`src/rtl/seq_alu_pkg.sv`:
```
// Shared definitions for the multi-cycle ALU: opcodes, FSM states, opcode helpers.
// Optional divider is selected by the SEQ_ALU_DIV_EN macro.
package seq_alu_pkg;

    localparam logic [3:0] ALU_ADD   = 4'b0000;
    localparam logic [3:0] ALU_SLL   = 4'b0001;
    localparam logic [3:0] ALU_SUB   = 4'b0010;
    localparam logic [3:0] ALU_SLT   = 4'b0011;
    localparam logic [3:0] ALU_XOR   = 4'b0100;
    localparam logic [3:0] ALU_SRL   = 4'b0101;
    localparam logic [3:0] ALU_OR    = 4'b0110;
    localparam logic [3:0] ALU_AND   = 4'b0111;
    localparam logic [3:0] ALU_SRA   = 4'b1000;
    localparam logic [3:0] ALU_SLTU  = 4'b1001;
    localparam logic [3:0] ALU_MUL   = 4'b1100;
    localparam logic [3:0] ALU_MULHU = 4'b1101;
    localparam logic [3:0] ALU_DIVU  = 4'b1110;
    localparam logic [3:0] ALU_REMU  = 4'b1111;

    typedef enum logic [1:0] {
        IDLE = 2'd0,
        BUSY = 2'd1,
        DONE = 2'd2
    } state_t;

    // Without the divider, DIVU/REMU fall back to the single-cycle illegal path.
    function automatic logic is_iterative(input logic [3:0] op);
`ifdef SEQ_ALU_DIV_EN
        return (op == ALU_MUL) || (op == ALU_MULHU) || (op == ALU_DIVU) || (op == ALU_REMU);
`else
        return (op == ALU_MUL) || (op == ALU_MULHU);
`endif
    endfunction

    // High half of the accumulator holds the MULHU product and the REMU remainder.
    function automatic logic selects_high(input logic [3:0] op);
        return (op == ALU_MULHU) || (op == ALU_REMU);
    endfunction

endpackage

```
`src/rtl/seq_alu_if.sv`:
```
// Request/response bus of the multi-cycle ALU, with master (requester) and slave (ALU) views.
interface seq_alu_if #(
    parameter int WIDTH = 32
);
    // Both channels: a transfer happens on a rising edge where valid & ready are high;
    // valid and its payload stay stable until that transfer, ready may change freely.
    logic             in_valid;
    logic             in_ready;
    logic [3:0]       ALUControl;
    logic [WIDTH-1:0] SrcA;
    logic [WIDTH-1:0] SrcB;
    logic             out_valid;
    logic             out_ready;
    logic [WIDTH-1:0] ALUResult;
    logic             Zero;
    logic             sign_flag;
    logic             carry_flag;
    logic             overflow_flag;
    logic             illegal_op;

    modport master (
        output in_valid, ALUControl, SrcA, SrcB, out_ready,
        input  in_ready, out_valid, ALUResult, Zero, sign_flag, carry_flag, overflow_flag, illegal_op
    );

    modport slave (
        input  in_valid, ALUControl, SrcA, SrcB, out_ready,
        output in_ready, out_valid, ALUResult, Zero, sign_flag, carry_flag, overflow_flag, illegal_op
    );
endinterface

```
`src/rtl/seq_alu_iter.sv`:
```
// Iterative shift-add multiplier and (with SEQ_ALU_DIV_EN) restoring divider sharing one
// 2*WIDTH accumulator; done flags the cycle whose step produces the final res_hi/res_lo.
module seq_alu_iter #(
    parameter int WIDTH = 32
) (
    input  logic             clk,
    input  logic             rst,
    input  logic             start,
`ifdef SEQ_ALU_DIV_EN
    input  logic             div_mode,
`endif
    input  logic [WIDTH-1:0] a,
    input  logic [WIDTH-1:0] b,
    output logic             done,
    output logic [WIDTH-1:0] res_hi,
    output logic [WIDTH-1:0] res_lo
);
    localparam int SHW = $clog2(WIDTH);

    logic [2*WIDTH-1:0] acc_q;
    logic [2*WIDTH-1:0] acc_d;
    logic [WIDTH-1:0]   m_q;
    logic [SHW-1:0]     cnt_q;
    logic               busy_q;
    logic [WIDTH:0]     mul_sum;
`ifdef SEQ_ALU_DIV_EN
    logic               div_q;
    logic [WIDTH:0]     rem_sh;
    logic               rem_ge;
    logic [WIDTH-1:0]   rem_diff;
`endif

    // Multiply: {hi,lo} starts as {0, multiplier}; add multiplicand on lo[0], shift right.
    // Divide:   {hi,lo} starts as {0, dividend}; shift left, trial-subtract, shift in quotient bit.
    always_comb begin
        mul_sum = {1'b0, acc_q[2*WIDTH-1:WIDTH]} + (acc_q[0] ? {1'b0, m_q} : '0);
        acc_d   = {mul_sum, acc_q[WIDTH-1:1]};
`ifdef SEQ_ALU_DIV_EN
        rem_sh   = {acc_q[2*WIDTH-1:WIDTH], acc_q[WIDTH-1]};
        rem_ge   = rem_sh >= {1'b0, m_q};
        rem_diff = rem_sh[WIDTH-1:0] - m_q;
        if (div_q) begin
            acc_d = {(rem_ge ? rem_diff : rem_sh[WIDTH-1:0]), acc_q[WIDTH-2:0], rem_ge};
        end
`endif
    end

    assign done   = busy_q && (cnt_q == '0);
    assign res_hi = acc_d[2*WIDTH-1:WIDTH];
    assign res_lo = acc_d[WIDTH-1:0];

    always_ff @(posedge clk or posedge rst) begin
        if (rst) begin
            acc_q  <= '0;
            m_q    <= '0;
            cnt_q  <= '0;
            busy_q <= 1'b0;
`ifdef SEQ_ALU_DIV_EN
            div_q  <= 1'b0;
`endif
        end else if (start) begin
            acc_q  <= {{WIDTH{1'b0}}, b};
            m_q    <= a;
`ifdef SEQ_ALU_DIV_EN
            div_q  <= div_mode;
            if (div_mode) begin
                acc_q <= {{WIDTH{1'b0}}, a};
                m_q   <= b;
            end
`endif
            cnt_q  <= SHW'(WIDTH - 1);
            busy_q <= 1'b1;
        end else if (busy_q) begin
            acc_q <= acc_d;
            if (cnt_q == '0) begin
                busy_q <= 1'b0;
            end else begin
                cnt_q <= cnt_q - SHW'(1);
            end
        end
    end

endmodule

```
`src/rtl/seq_alu.sv`:
```
// Multi-cycle ALU top: request/response handshakes, IDLE/BUSY/DONE FSM, single-cycle
// datapath and registered flags. DIVU/REMU are built only when SEQ_ALU_DIV_EN is defined.
module seq_alu
    import seq_alu_pkg::*;
#(
    parameter int WIDTH = 32
) (
    input  logic          clk,
    input  logic          rst,
    seq_alu_if.slave      bus,
    output state_t        dbg_state
);
    localparam int SHW = $clog2(WIDTH);

    state_t           state_q;
    logic             in_ready_q;
    logic             out_valid_q;
    logic [WIDTH-1:0] result_q;
    logic             zero_q, sign_q, carry_q, ovf_q, illegal_q;
    logic             hi_sel_q;

    logic             accept;
    logic             iter_start;
    logic             iter_done;
    logic [WIDTH-1:0] iter_hi, iter_lo;

    logic [WIDTH-1:0] a, b;
    logic [SHW-1:0]   shamt;
    logic [WIDTH:0]   add_full, sub_full;
    logic [WIDTH-1:0] sc_result;
    logic             sc_carry, sc_ovf, sc_illegal;

    logic [WIDTH-1:0] fin_result;
    logic             fin_carry, fin_ovf, fin_illegal;

    assign accept     = bus.in_valid && in_ready_q;
    assign iter_start = accept && is_iterative(bus.ALUControl);

    assign a        = bus.SrcA;
    assign b        = bus.SrcB;
    assign shamt    = b[SHW-1:0];
    assign add_full = {1'b0, a} + {1'b0, b};
    assign sub_full = {1'b0, a} - {1'b0, b};

    // Single-cycle ops are evaluated straight off the inputs and captured on the accept edge.
    always_comb begin
        sc_result  = '0;
        sc_carry   = 1'b0;
        sc_ovf     = 1'b0;
        sc_illegal = 1'b0;
        case (bus.ALUControl)
            ALU_ADD: begin
                sc_result = add_full[WIDTH-1:0];
                sc_carry  = add_full[WIDTH];
                sc_ovf    = (a[WIDTH-1] == b[WIDTH-1]) && (sc_result[WIDTH-1] != a[WIDTH-1]);
            end
            ALU_SUB: begin
                sc_result = sub_full[WIDTH-1:0];
                sc_carry  = ~sub_full[WIDTH];
                sc_ovf    = (a[WIDTH-1] != b[WIDTH-1]) && (sc_result[WIDTH-1] != a[WIDTH-1]);
            end
            ALU_SLL:  sc_result = a << shamt;
            ALU_SRL:  sc_result = a >> shamt;
            ALU_SRA:  sc_result = $unsigned($signed(a) >>> shamt);
            ALU_SLT:  sc_result = {{(WIDTH-1){1'b0}}, ($signed(a) < $signed(b))};
            ALU_SLTU: sc_result = {{(WIDTH-1){1'b0}}, (a < b)};
            ALU_XOR:  sc_result = a ^ b;
            ALU_OR:   sc_result = a | b;
            ALU_AND:  sc_result = a & b;
            default:  sc_illegal = 1'b1;
        endcase
    end

    seq_alu_iter #(.WIDTH(WIDTH)) u_iter (
        .clk      (clk),
        .rst      (rst),
        .start    (iter_start),
`ifdef SEQ_ALU_DIV_EN
        .div_mode ((bus.ALUControl == ALU_DIVU) || (bus.ALUControl == ALU_REMU)),
`endif
        .a        (a),
        .b        (b),
        .done     (iter_done),
        .res_hi   (iter_hi),
        .res_lo   (iter_lo)
    );

    always_comb begin
        if (state_q == BUSY) begin
            fin_result  = hi_sel_q ? iter_hi : iter_lo;
            fin_carry   = 1'b0;
            fin_ovf     = 1'b0;
            fin_illegal = 1'b0;
        end else begin
            fin_result  = sc_result;
            fin_carry   = sc_carry;
            fin_ovf     = sc_ovf;
            fin_illegal = sc_illegal;
        end
    end

    always_ff @(posedge clk or posedge rst) begin
        if (rst) begin
            state_q     <= IDLE;
            in_ready_q  <= 1'b0;
            out_valid_q <= 1'b0;
            result_q    <= '0;
            zero_q      <= 1'b0;
            sign_q      <= 1'b0;
            carry_q     <= 1'b0;
            ovf_q       <= 1'b0;
            illegal_q   <= 1'b0;
            hi_sel_q    <= 1'b0;
        end else begin
            case (state_q)
                IDLE: begin
                    in_ready_q <= 1'b1;
                    if (accept) begin
                        in_ready_q <= 1'b0;
                        hi_sel_q   <= selects_high(bus.ALUControl);
                        if (is_iterative(bus.ALUControl)) begin
                            state_q <= BUSY;
                        end else begin
                            state_q     <= DONE;
                            out_valid_q <= 1'b1;
                            result_q    <= fin_result;
                            zero_q      <= (fin_result == '0);
                            sign_q      <= fin_result[WIDTH-1];
                            carry_q     <= fin_carry;
                            ovf_q       <= fin_ovf;
                            illegal_q   <= fin_illegal;
                        end
                    end
                end
                BUSY: begin
                    if (iter_done) begin
                        state_q     <= DONE;
                        out_valid_q <= 1'b1;
                        result_q    <= fin_result;
                        zero_q      <= (fin_result == '0);
                        sign_q      <= fin_result[WIDTH-1];
                        carry_q     <= fin_carry;
                        ovf_q       <= fin_ovf;
                        illegal_q   <= fin_illegal;
                    end
                end
                DONE: begin
                    // Result stays held until consumed; readiness returns on the consume edge.
                    if (bus.out_ready) begin
                        state_q     <= IDLE;
                        out_valid_q <= 1'b0;
                        in_ready_q  <= 1'b1;
                    end
                end
                default: state_q <= IDLE;
            endcase
        end
    end

    assign bus.in_ready      = in_ready_q;
    assign bus.out_valid     = out_valid_q;
    assign bus.ALUResult     = result_q;
    assign bus.Zero          = zero_q;
    assign bus.sign_flag     = sign_q;
    assign bus.carry_flag    = carry_q;
    assign bus.overflow_flag = ovf_q;
    assign bus.illegal_op    = illegal_q;
    assign dbg_state         = state_q;

endmodule
```
`src/flat_wrapper.sv`:
```
// flat-port wrapper written by rule: the top's interface ports become plain ports
module seq_alu_flat import seq_alu_pkg::*;
#(
    parameter int WIDTH = 32
)
  (clk, rst, dbg_state, bus_in_valid, bus_ALUControl, bus_SrcA, bus_SrcB, bus_out_ready, bus_in_ready, bus_out_valid, bus_ALUResult, bus_Zero, bus_sign_flag, bus_carry_flag, bus_overflow_flag, bus_illegal_op);
  seq_alu_if #(.WIDTH(WIDTH)) bus_i ();
  input  logic clk;
  input  logic rst;
  output state_t dbg_state;
  input wire logic [$bits(bus_i.in_valid)-1:0] bus_in_valid;
  input wire logic [$bits(bus_i.ALUControl)-1:0] bus_ALUControl;
  input wire logic [$bits(bus_i.SrcA)-1:0] bus_SrcA;
  input wire logic [$bits(bus_i.SrcB)-1:0] bus_SrcB;
  input wire logic [$bits(bus_i.out_ready)-1:0] bus_out_ready;
  output wire logic [$bits(bus_i.in_ready)-1:0] bus_in_ready;
  output wire logic [$bits(bus_i.out_valid)-1:0] bus_out_valid;
  output wire logic [$bits(bus_i.ALUResult)-1:0] bus_ALUResult;
  output wire logic [$bits(bus_i.Zero)-1:0] bus_Zero;
  output wire logic [$bits(bus_i.sign_flag)-1:0] bus_sign_flag;
  output wire logic [$bits(bus_i.carry_flag)-1:0] bus_carry_flag;
  output wire logic [$bits(bus_i.overflow_flag)-1:0] bus_overflow_flag;
  output wire logic [$bits(bus_i.illegal_op)-1:0] bus_illegal_op;
  assign bus_i.in_valid = bus_in_valid;
  assign bus_i.ALUControl = bus_ALUControl;
  assign bus_i.SrcA = bus_SrcA;
  assign bus_i.SrcB = bus_SrcB;
  assign bus_i.out_ready = bus_out_ready;
  assign bus_in_ready = bus_i.in_ready;
  assign bus_out_valid = bus_i.out_valid;
  assign bus_ALUResult = bus_i.ALUResult;
  assign bus_Zero = bus_i.Zero;
  assign bus_sign_flag = bus_i.sign_flag;
  assign bus_carry_flag = bus_i.carry_flag;
  assign bus_overflow_flag = bus_i.overflow_flag;
  assign bus_illegal_op = bus_i.illegal_op;
  seq_alu #(.WIDTH(WIDTH)) u_core (.clk(clk), .rst(rst), .bus(bus_i), .dbg_state(dbg_state));
endmodule
```
`config.mk`:
```
export PLATFORM = sky130hd
export DESIGN_NAME = seq_alu_flat
export DESIGN_NICKNAME = d
export VERILOG_FILES = /design/src/rtl/seq_alu_pkg.sv /design/src/rtl/seq_alu_if.sv /design/src/rtl/seq_alu_iter.sv /design/src/rtl/seq_alu.sv /design/src/flat_wrapper.sv
export SDC_FILE = /design/constraint.sdc
export NUM_CORES = 1
export LEC_CHECK = 0
export ABC_AREA = 1
export BUFFER_PORTS_ARGS = -buffer_cell sky130_fd_sc_hd__buf_2
export CELL_PAD_IN_SITES_DETAIL_PLACEMENT = 0
export CELL_PAD_IN_SITES_GLOBAL_PLACEMENT = 1
export CORE_UTILIZATION = 32
export DETAILED_ROUTE_END_ITERATION = 10
export PLACE_DENSITY = 0.69
export SYNTH_ARGS = -nofsm -noshare
export SYNTH_HDL_FRONTEND = slang
export SYNTH_SLANG_ARGS = --single-unit
```
`constraint.sdc`:
```
create_clock -name clk -period 6.03 [get_ports clk]
set_clock_uncertainty 0.05 [all_clocks]
set_input_delay 0.9045 -clock clk [delete_from_list [all_inputs] [get_ports clk]]
set_output_delay 0.9045 -clock clk [all_outputs]
set_load 0.005 [all_outputs]
```
==> flow_metrics.env, run 1 <==
export IMPL_avgViaCountPerCell=5.43
export IMPL_die_w_um=249
export IMPL_required_ps=6380
export IMPL_dieArea_mm2=0.0621
export IMPL_async_flop_share_pct=100
export IMPL_final_common_cell="nand2_1"
export IMPL_worst_path_stages=20
export IMPL_core_area_mm2=0.0604
export IMPL_clk_pin_slew_ps=80
export IMPL_yosysWarnings=0
export IMPL_diodes=0
export IMPL_overflow=0
export IMPL_holdCritPathClass="reg2reg"
export IMPL_finalPower_uw=6190
export IMPL_cts_num_sinks=143
export IMPL_clk_insertion_delay_late_ps=470
export IMPL_max_stage_delay_ps=980
export IMPL_endpoint_kind="register"
export IMPL_track_usage_pct=31.4
export IMPL_status="completed"
export IMPL_rsz0062_at_grt="false"
export IMPL_finalHoldViolCount=0
export IMPL_post_route_period_util_pct=70.2
export IMPL_cts_setup_buffers=0
export IMPL_cts_tree="done"
export IMPL_path_buf_inv=2
export IMPL_power_leakage_uw=0.0117
export IMPL_initial_utilization_pct=32.4
export IMPL_vias=23000
export IMPL_antenna_found_initial=1
export IMPL_max_freq_mhz=236
export IMPL_seqPwrFrac_pct=26.3
export IMPL_crit_start="u_core.u_iter.acc_q[0]"
export IMPL_io_pins=113
export IMPL_path_cells="nand2_1 -> inv_1 -> ha_1 -> nand2_1 -> inv_1 -> a21oi_1 -> nand2_1 -> nand2_1 -> nand2_1 -> nand2_1 -> and2_1 -> nand2_1 -> nand2_1 -> a21boi_1 -> nand2_1 -> nor2_1 -> nand2_1 -> nor2_1 -> nand4_1 -> nand2_1"
export IMPL_yosys_area_share_simple_pct=46.8
export IMPL_r2r_end="u_core.bus.Zero"
export IMPL_p_int_uw=3020
export IMPL_wl_per_cell_um=23.3
export IMPL_final_cell_mix="nand2_1, nand3_1, inv_1"
export IMPL_fin_crit_ps=4240
export IMPL_drive_gt1_share_pct=8.90
export IMPL_clkPwrFrac_pct=19.2
export IMPL_syn_avg_cell_area_um2=5.68
export IMPL_areaGrowthSynthToFinish_pct=8.15
export IMPL_ctsResizeCount=0
export IMPL_finalSetupViolCount=0
export IMPL_grt_max_degree=71
export IMPL_globalplace_congestion=1.05
export IMPL_startpoint_type="register"
export IMPL_worstSetupEndpoint="u_core.bus.Zero"
export IMPL_r2r_start="u_core.u_iter.acc_q[0]"
export IMPL_synth_edf_count=0
export IMPL_fin_cells=4244
export IMPL_synth_top_family_by_area="simple AND/OR/NAND/NOR gates"
export IMPL_synth_area_mm2=0.0196
export IMPL_switchingPower_uw=3170
export IMPL_final_nets=3656
export IMPL_h_tree_depth=4
export IMPL_cts_buffer_depth=2
export IMPL_dp_cells=4213
export IMPL_hpwl_um=80700
export IMPL_finalMaxSlewViolations=0
export IMPL_cts_made_buffers=17
export IMPL_io_buffers=112
export IMPL_drt_total_wl_um=99100
export IMPL_switching_share_pct=51.2
export IMPL_ys_ff_latch=143
export IMPL_row_count=90
export IMPL_tightest_slew_ps=986
export IMPL_path_common_cell="nand2_1"
export IMPL_cp_max_fo=33
export IMPL_synth_compound_area_share_pct=12.2
export IMPL_clockRootBuffer="clkbuf_16"
export IMPL_antenna_left=0
export IMPL_crit_arrival_ps=4580
export IMPL_synthCells=3444
export IMPL_synth_xor_area_share_pct=0.761
export IMPL_relSlewSlack_pct=34.1
export IMPL_worst_path_max_delay_cell="dfrtp_2"
export IMPL_drcViolationCount=0
export IMPL_grt_pass1_vias=21800
export IMPL_drtIter0Drc=2514
export IMPL_path_delay_family="simple AND/OR/NAND/NOR gates"
export IMPL_cts_hold_buf=0
export IMPL_maxCapViolations=0
export IMPL_final_util_pct=35.1
export IMPL_combPwrFrac_pct=54.5
export IMPL_worstSetupPathType="reg2reg"
export IMPL_powerDensity_mw_per_mm2=292
export IMPL_drtPass1Iterations=6
export IMPL_synth_nets=3650
export IMPL_grt_pass1_wl_um=145000
export IMPL_synth_mux_area_share_pct=0.102
export IMPL_vdd_ir_drop_max_mv=0.189
export IMPL_synth_ff_type="dfrtp_1"
export IMPL_ys_types=52
export IMPL_ys_seq_area_share_pct=18.3
export IMPL_die_h_um=249
export IMPL_fin_tns_setup_ps=0
export IMPL_reg2reg_slack_ps=1790
export IMPL_rr_worst_depth=20
export IMPL_synth_fa_ha_area_share_pct=8.68
==> synthesized netlist by cell type (19+ instances only) <==
cell type | n | share of area (%)
nand3_2 | 19 | 0.97
nor2_1 | 241 | 4.6
ha_1 | 131 | 8.4
nand2_1 | 1193 | 23
clkbuf_1 | 56 | 1.1
o21ai_0 | 128 | 3.3
nand3_1 | 477 | 12
nor2_2 | 24 | 0.77
dfrtp_1 | 143 | 18
nor3_1 | 27 | 0.69
o221ai_1 | 38 | 1.7
nand2_2 | 25 | 0.80
nand4_1 | 35 | 1.1
a21oi_1 | 161 | 4.1
inv_1 | 451 | 8.7
o22ai_1 | 24 | 0.77
buf_2 | 60 | 1.5
inv_2 | 27 | 0.52
==> worst register-to-register path, delay by kind of cell, from the launching register on <==
| kind | cells | cell delay (ps) |
|---|---|---|
| AOI/OAI and AO/OA | 2 | 360 |
| buffers and inverters | 2 | 320 |
| and+or+nand+nor | 15 | 2080 |
| adders and majority gates | 1 | 350 |
| DFF | 1 | 980 |
==> state kept, by name, summed over array words and instances, names as in the netlist <==
name and flops:
u_core.bus.sign_flag 1, u_core.u_iter.acc_q 64, u_core.u_iter.cnt_q 5, u_core.bus.illegal_op 1
u_core.bus.in_ready 1, u_core.bus.Zero 1, u_core.bus.carry_flag 1, u_core.u_iter.m_q 32
u_core.hi_sel_q 1, u_core.bus.ALUResult 31, u_core.dbg_state 2, u_core.bus.overflow_flag 1
u_core.u_iter.busy_q 1, u_core.bus.out_valid 1
==> stage by stage <==
stage	setup WS, ps	cell area [um2]	hold slack, ps
floorplan	1240	19600	403
global placement	1340	20500	413
detailed placement	1370	20500	414
CTS	1840	21200	432
global route	1560	21200	456
finish	1790	21200	432
==> how the worst min path moves through the flow <==
stage / startpoint / endpoint / slack, ps / cells past startpoint
2_1_floorplan: u_core.u_iter.m_q[0] / u_core.u_iter.m_q[0] / 400 / 2
3_3_place_gp: u_core.bus.ALUResult[22] / u_core.bus.ALUResult[22] / 410 / 2
3_5_place_dp: u_core.bus.ALUResult[22] / u_core.bus.ALUResult[22] / 410 / 2
4_1_cts: u_core.bus.ALUResult[22] / u_core.bus.ALUResult[22] / 430 / 2
5_1_grt: u_core.u_iter.m_q[29] / u_core.u_iter.m_q[29] / 460 / 2
6_report: u_core.bus.ALUResult[5] / u_core.bus.ALUResult[5] / 430 / 2
==> layer usage <==
layer  share of wire (%)  vias up  track usage, %
met2                  42     1045            47.4
met5               0.011        -               0
met3                 8.3      152            5.17
li1                    -    11000               -
met4                 4.5        2            13.2
met1                  45    10800            43.9
==> power by group through the flow <==
stage	sequential, uW	combinational, uW	clock [uW]
2_1_floorplan	1520	2190	0
3_3_place_gp	1630	3300	0
3_5_place_dp	1640	3280	0
4_1_cts	1620	3300	1200
5_1_grt	1670	3690	1230
6_report	1630	3370	1190
==> kinds of logic after synthesis <==
logic type / after synthesis
adders and majority gates: 134
AOI/OAI and AO/OA: 413
xor gates and xnor gates: 17
and+or+nand+nor: 2102
muxes: 2
buffers and inverters: 633
DFF: 143
==> area by class of cell <==
class / instances / area [um2]
Fill cell: 7006 / 39200
Multi-Input combinational cell: 2668 / 13400
Sequential cell: 143 / 3580
Inverter: 485 / 1830
Tap cell: 782 / 978
Timing Repair Buffer: 135 / 733
Clock buffer: 17 / 425
Clock inverter: 14 / 205
(Power assumes the default switching activity.)
==> run 2, diff against run 1 <==
Settings changed: ABC_AREA 1 to 0, PLACE_DENSITY 0.69 to 0.67.
Clock period 6.03 ns to 3.6 ns, I/O delays scaled along.
==> flow_metrics.env, run 2 <==
export IMPL_dieArea_mm2=0.0599
export IMPL_drtPass1Iterations=6
export IMPL_antenna_found_initial=2
export IMPL_async_flop_share_pct=100
export IMPL_setup_slack_ps=-1030
export IMPL_core_area_mm2=0.0579
export IMPL_final_common_cell="buf_4"
export IMPL_clk_pin_slew_ps=70
export IMPL_track_usage_pct=32.8
export IMPL_overflow=0
export IMPL_clockRootBuffer="clkbuf_16"
export IMPL_maxCapViolations=0
export IMPL_drt_total_wl_um=101000
export IMPL_grt_pass1_wl_um=147000
export IMPL_synth_edf_count=0
export IMPL_largest_reg_flops=64
export IMPL_io_pins=113
export IMPL_yosysTopAreaCellShare_pct=19.0
export IMPL_clk_insertion_delay_late_ps=430
export IMPL_h_tree_depth=4
export IMPL_finalSetupViolCount=16
export IMPL_finalMaxSlewViolations=0
export IMPL_cp_max_fo=15
export IMPL_cts_num_sinks=143
export IMPL_die_w_um=245
export IMPL_startpoint_type="input port"
export IMPL_drive_gt1_share_pct=37.3
export IMPL_max_freq_mhz=216
export IMPL_cts_tree="done"
export IMPL_avgViaCountPerCell=5.79
export IMPL_tightest_slew_ps=1070
export IMPL_globalplace_congestion=1.02
export IMPL_initial_utilization_pct=32.6
export IMPL_violations="setup timing"
export IMPL_crit_arrival_ps=4920
export IMPL_synthCells=2448
export IMPL_final_cell_mix="buf_4, nand2_1, nor2_1"
export IMPL_io_buffers=112
export IMPL_synth_top_area_cell="dfrtp_1"
export IMPL_synth_area_top_cells="dfrtp_1, ha_1, mux2i_1"
export IMPL_required_ps=3880
export IMPL_dp_cells=3935
export IMPL_final_nets=3419
export IMPL_ys_ff_latch=143
export IMPL_preCtsSetupSlack_ps=-1500
export IMPL_row_count=88
export IMPL_rsz0062_at_grt="true"
export IMPL_grt_pass1_vias=22600
export IMPL_areaGrowthSynthToFinish_pct=45.4
export IMPL_fillerInstances=5746
export IMPL_largest_register="u_core.u_iter.acc_q"
export IMPL_vdd_ir_drop_max_mv=0.560
export IMPL_antenna_left=0
export IMPL_syn_avg_cell_area_um2=7.71
export IMPL_status="complete, but fails checks"
export IMPL_ys_seq_area_share_pct=19.0
export IMPL_diodes=0
export IMPL_cts_made_buffers=17
export IMPL_fin_crit_ps=4630
export IMPL_endpoint_kind="register"
export IMPL_post_route_period_util_pct=129
export IMPL_ys_types=96
export IMPL_cts_buffer_depth=2
export IMPL_hpwl_um=82800
export IMPL_drcViolationCount=0
export IMPL_cts_hold_buf=0
export IMPL_finalHoldViolCount=0
export IMPL_grt_max_degree=74
export IMPL_synth_area_mm2=0.0189
export IMPL_synth_nets=2654
export IMPL_die_h_um=245
export IMPL_power_leakage_uw=0.0131
export IMPL_holdCritPathClass="in2async"
export IMPL_wl_per_cell_um=25.3
export IMPL_relSlewSlack_pct=28.3
export IMPL_synth_most_common_cell="nand2_1"
export IMPL_fin_cells=3991
export IMPL_worstSetupPathType="in2reg"
export IMPL_powerDensity_mw_per_mm2=534
export IMPL_drtIter0Drc=2339
export IMPL_vias=23100
export IMPL_synth_common_cells="nand2_1, nor2_1, o21ai_0"
export IMPL_yosysWarnings=0
export IMPL_synth_ff_type="dfrtp_1"
[run 2: cell types whose count changed in the layout (fill, tap and decap cells not counted), moves of 48 or more]
cell     delta
nand2_1   -890
mux2i_1   +144
o21ai_0    +48
nand3_1   -439
inv_1     -333
buf_4     +783
[run 2: cell type report]
type | instances | area, um2 | area share [%]
Inverter | 126 | 500 | 1.82
Multi-Input combinational cell | 1982 | 14700 | 53.8
Sequential cell | 143 | 3580 | 13.1
Timing Repair Buffer | 943 | 7050 | 25.7
Tap cell | 765 | 957 | 3.49
Clock buffer | 18 | 429 | 1.56
Clock inverter | 14 | 160 | 0.584
[run 2: timing repair]
item	CTS	global route
setup buffers	16	15
pin swaps	49	59
gates resized for setup	62	103
endpoints found under the setup margin	24	27
[run 2: worst max-delay path, cell delays in order]
cell and delay, ps:
buf_2 120, buf_4 190, buf_4 220, buf_4 210
or2_2 320, buf_4 180, nand2_1 100, a21oi_1 90
nor4_1 660, a31oi_1 270, o31a_1 320, a211oi_2 320
nand3_1 140, nor4_2 160, nand4_1 220, or4_4 540
o41ai_4 290
[run 2: routing by layer]
| metal | part of all wire [%] | vias up | GRT usage (%) |
|---|---|---|---|
| met1 | 43 | 11400 | 44.2 |
| met3 | 7.1 | 181 | 3.99 |
| met2 | 46 | 1059 | 53.4 |
| met5 | 0 | - | 0 |
| met4 | 3.9 | 0 | 12.2 |
| li1 | - | 10500 | - |
[run 2: cells by family (layout without fill, tap and decap cells)]
family	after synthesis	count (layout)	synth area share, %
simple gates	842	842	21.0
buf+inv	323	1101	7.18
mux	227	227	15.8
fa+ha+maj	134	134	9.01
compound gates	724	724	25.5
flops	143	143	19.0
xor+xnor	55	55	2.55
[run 2: final timing paths]
path / from / cells after the start / end / slack, ps
max: bus_SrcB[3] / 17 / u_core.bus.Zero / -1030
min in group clk: bus_SrcB[29] / 3 / u_core.u_iter.acc_q[29] / 320
min reg2reg: u_core.bus.ALUResult[22] / 2 / u_core.bus.ALUResult[22] / 420
max in group asynchronous: rst / 3 / u_core.bus.ALUResult[13] / 2410
min: rst / 2 / u_core.u_iter.acc_q[41] / 240
max reg2reg: u_core.u_iter.acc_q[0] / 18 / u_core.bus.Zero / -930
[run 2: through the flow]
stage                     hold slack [ps]  total power, uW  setup TNS (ps)  util (%)  instance area [um2]
after floorplan                       392             7440            -924         -                19000
after global placement                402            11700          -13110      44.7                25900
after detailed placement              408            11900          -13260      44.7                25900
after CTS                             261            14000           -4800      46.4                26800
after global routing                  297            15500           -8010      47.4                27400
final                                 235            14700           -5580      47.4                27400
[run 2: power by group]
group | leakage, uW | switching, uW | total (uW) | internal, uW
combinational | 0.0111 | 5260 | 9970 | 4700
clock | 0.000279 | 750 | 1780 | 1030
sequential | 0.00177 | 523 | 2910 | 2380
total | 0.0131 | 6540 | 14700 | 8120
==> run 3, diff against run 2 <==
==> constraint.sdc (replaced) <==
create_clock -name clk -period 3.6 [get_ports clk]
set_clock_uncertainty 0.05 [all_clocks]
set_input_delay 0.36 -clock clk [delete_from_list [all_inputs] [get_ports clk]]
set_output_delay 0.36 -clock clk [all_outputs]
set_load 0.005 [all_outputs]
==> flow_metrics.env, run 3 (synthesized netlist as in run 2, its figures left out) <==
export IMPL_status="complete, but fails checks"
export IMPL_violations="setup timing"
export IMPL_die_h_um=245
export IMPL_avgViaCountPerCell=5.70
export IMPL_tightest_slew_ps=1040
export IMPL_reg2reg_slack_ps=-790
export IMPL_final_cell_mix="buf_4, nand2_1, nor2_1"
export IMPL_cts_buffer_depth=2
export IMPL_grt_pass1_vias=22400
export IMPL_track_usage_pct=33.1
export IMPL_maxCapViolations=0
export IMPL_drt_total_wl_um=102000
export IMPL_power_leakage_uw=0.0132
export IMPL_largest_reg_flops=64
export IMPL_crit_arrival_ps=4690
export IMPL_clk_pin_slew_ps=70
export IMPL_core_area_mm2=0.0579
export IMPL_grt_pass1_wl_um=148000
export IMPL_vias=22800
export IMPL_clockRootBuffer="clkbuf_16"
export IMPL_rsz0062_at_grt="true"
export IMPL_overflow=0
export IMPL_cts_hold_buf=0
export IMPL_setup_slack_ps=-791
export IMPL_dieArea_mm2=0.0599
export IMPL_largest_register="u_core.u_iter.acc_q"
export IMPL_regArea_mm2=0.00358
export IMPL_cts_num_sinks=143
export IMPL_grt_max_degree=101
export IMPL_fin_crit_ps=4390
export IMPL_h_tree_depth=4
export IMPL_io_buffers=112
export IMPL_drive_gt1_share_pct=37.4
export IMPL_cts_tree="done"
export IMPL_antenna_left=0
export IMPL_powerDensity_mw_per_mm2=550
export IMPL_finalSetupViolCount=15
export IMPL_relSlewSlack_pct=30.1
export IMPL_cts_made_buffers=17
export IMPL_globalplace_congestion=1.02
export IMPL_hpwl_um=83400
export IMPL_die_w_um=245
export IMPL_fillerInstances=5789
export IMPL_whs_ps=8.82
export IMPL_fin_cells=4007
export IMPL_required_ps=3900
export IMPL_finalMaxSlewViolations=0
export IMPL_antenna_found_initial=4
export IMPL_final_common_cell="buf_4"
export IMPL_row_count=88
export IMPL_initial_utilization_pct=32.6
export IMPL_endpoint_kind="register"
export IMPL_dp_cells=3946
export IMPL_post_route_period_util_pct=122
export IMPL_wl_per_cell_um=25.4
export IMPL_startpoint_type="register"
export IMPL_areaGrowthSynthToFinish_pct=45.5
export IMPL_cp_max_fo=5
export IMPL_drcViolationCount=0
export IMPL_drtPass1Iterations=5
export IMPL_finalHoldViolCount=0
export IMPL_io_pins=113
export IMPL_vdd_ir_drop_max_mv=0.602
export IMPL_max_freq_mhz=228
export IMPL_drtIter0Drc=1925
export IMPL_holdCritPathClass="in2async"
export IMPL_final_nets=3434
export IMPL_multi_input_area_mm2=0.0147
export IMPL_clk_insertion_delay_late_ps=440
export IMPL_worstSetupPathType="reg2reg"
-- run 3: path summary, 6_finish.rpt --
check | endpoint | cells after the start | startpoint
max | u_core.bus.Zero | 16 | u_core.u_iter.acc_q[0]
min | u_core.u_iter.acc_q[41] | 3 | rst
max reg2reg | u_core.bus.Zero | 16 | u_core.u_iter.acc_q[0]
min reg2reg | u_core.bus.ALUResult[8] | 2 | u_core.bus.ALUResult[8]
max in group asynchronous | u_core.u_iter.busy_q | 3 | rst
min in group clk | u_core.u_iter.acc_q[29] | 3 | bus_SrcB[29]
-- run 3: metrics by stage --
step                      utilization [%]  setup WS (ps)  total power (uW)  setup TNS [ps]  area [um2]
after floorplan                         -           -642              7430            -797       18900
after global placement               44.6          -1200             11900           -8810       25900
after detailed placement             44.6          -1220             12000           -9170       25900
after CTS                            46.2           -886             14200           -4540       26700
after global routing                 47.4           -927             16000           -6280       27400
final                                47.4           -791             15100           -4110       27500
-- run 3: power breakdown --
group	switching [uW]	internal (uW)	leakage (uW)
Sequential	545	2380	0.00177
Combinational	5360	4960	0.0112
Clock	790	1040	0.000295
-- run 3: critical path, cell delays in order (launching register included) --
cell	delay, ps
dfrtp_1	410
buf_6	140
buf_6	120
and2_1	160
ha_4	280
inv_1	50
or3_4	400
or3_4	370
a31oi_4	240
a21oi_2	110
xnor2_2	160
a22oi_2	200
nand4_1	210
nor4b_4	320
nand4_1	230
or4_4	540
o41ai_2	290
-- run 3: layout make-up --
| class | count | share of cell area, % |
|---|---|---|
| diodes | 1 | 0.00912 |
| clock buffers | 17 | 1.55 |
| clock inverters | 15 | 0.643 |
| inverters | 126 | 1.77 |
| multi-input cells | 1982 | 53.6 |
| flip-flops and latches | 143 | 13.0 |
| well taps | 765 | 3.49 |
| repair buffers | 958 | 25.9 |
-- run 3: routing by layer --
layer / vias up / share of wire [%] / GRT usage [%]
li1: 10500 / - / -
met1: 11300 / 44 / 44.9
met2: 888 / 46 / 54.6
met3: 171 / 6.2 / 3.80
met4: 2 / 3.5 / 10.4
met5: - / 0.013 / 0
-- run 3: timing repair --
| item | 4_1_cts | 5_1_grt |
|---|---|---|
| pin swaps | 28 | 73 |
| resized for setup | 38 | 113 |
| setup endpoints to repair | 20 | 26 |
| buffers inserted | 13 | 21 |
| gates cloned | 0 | 1 |
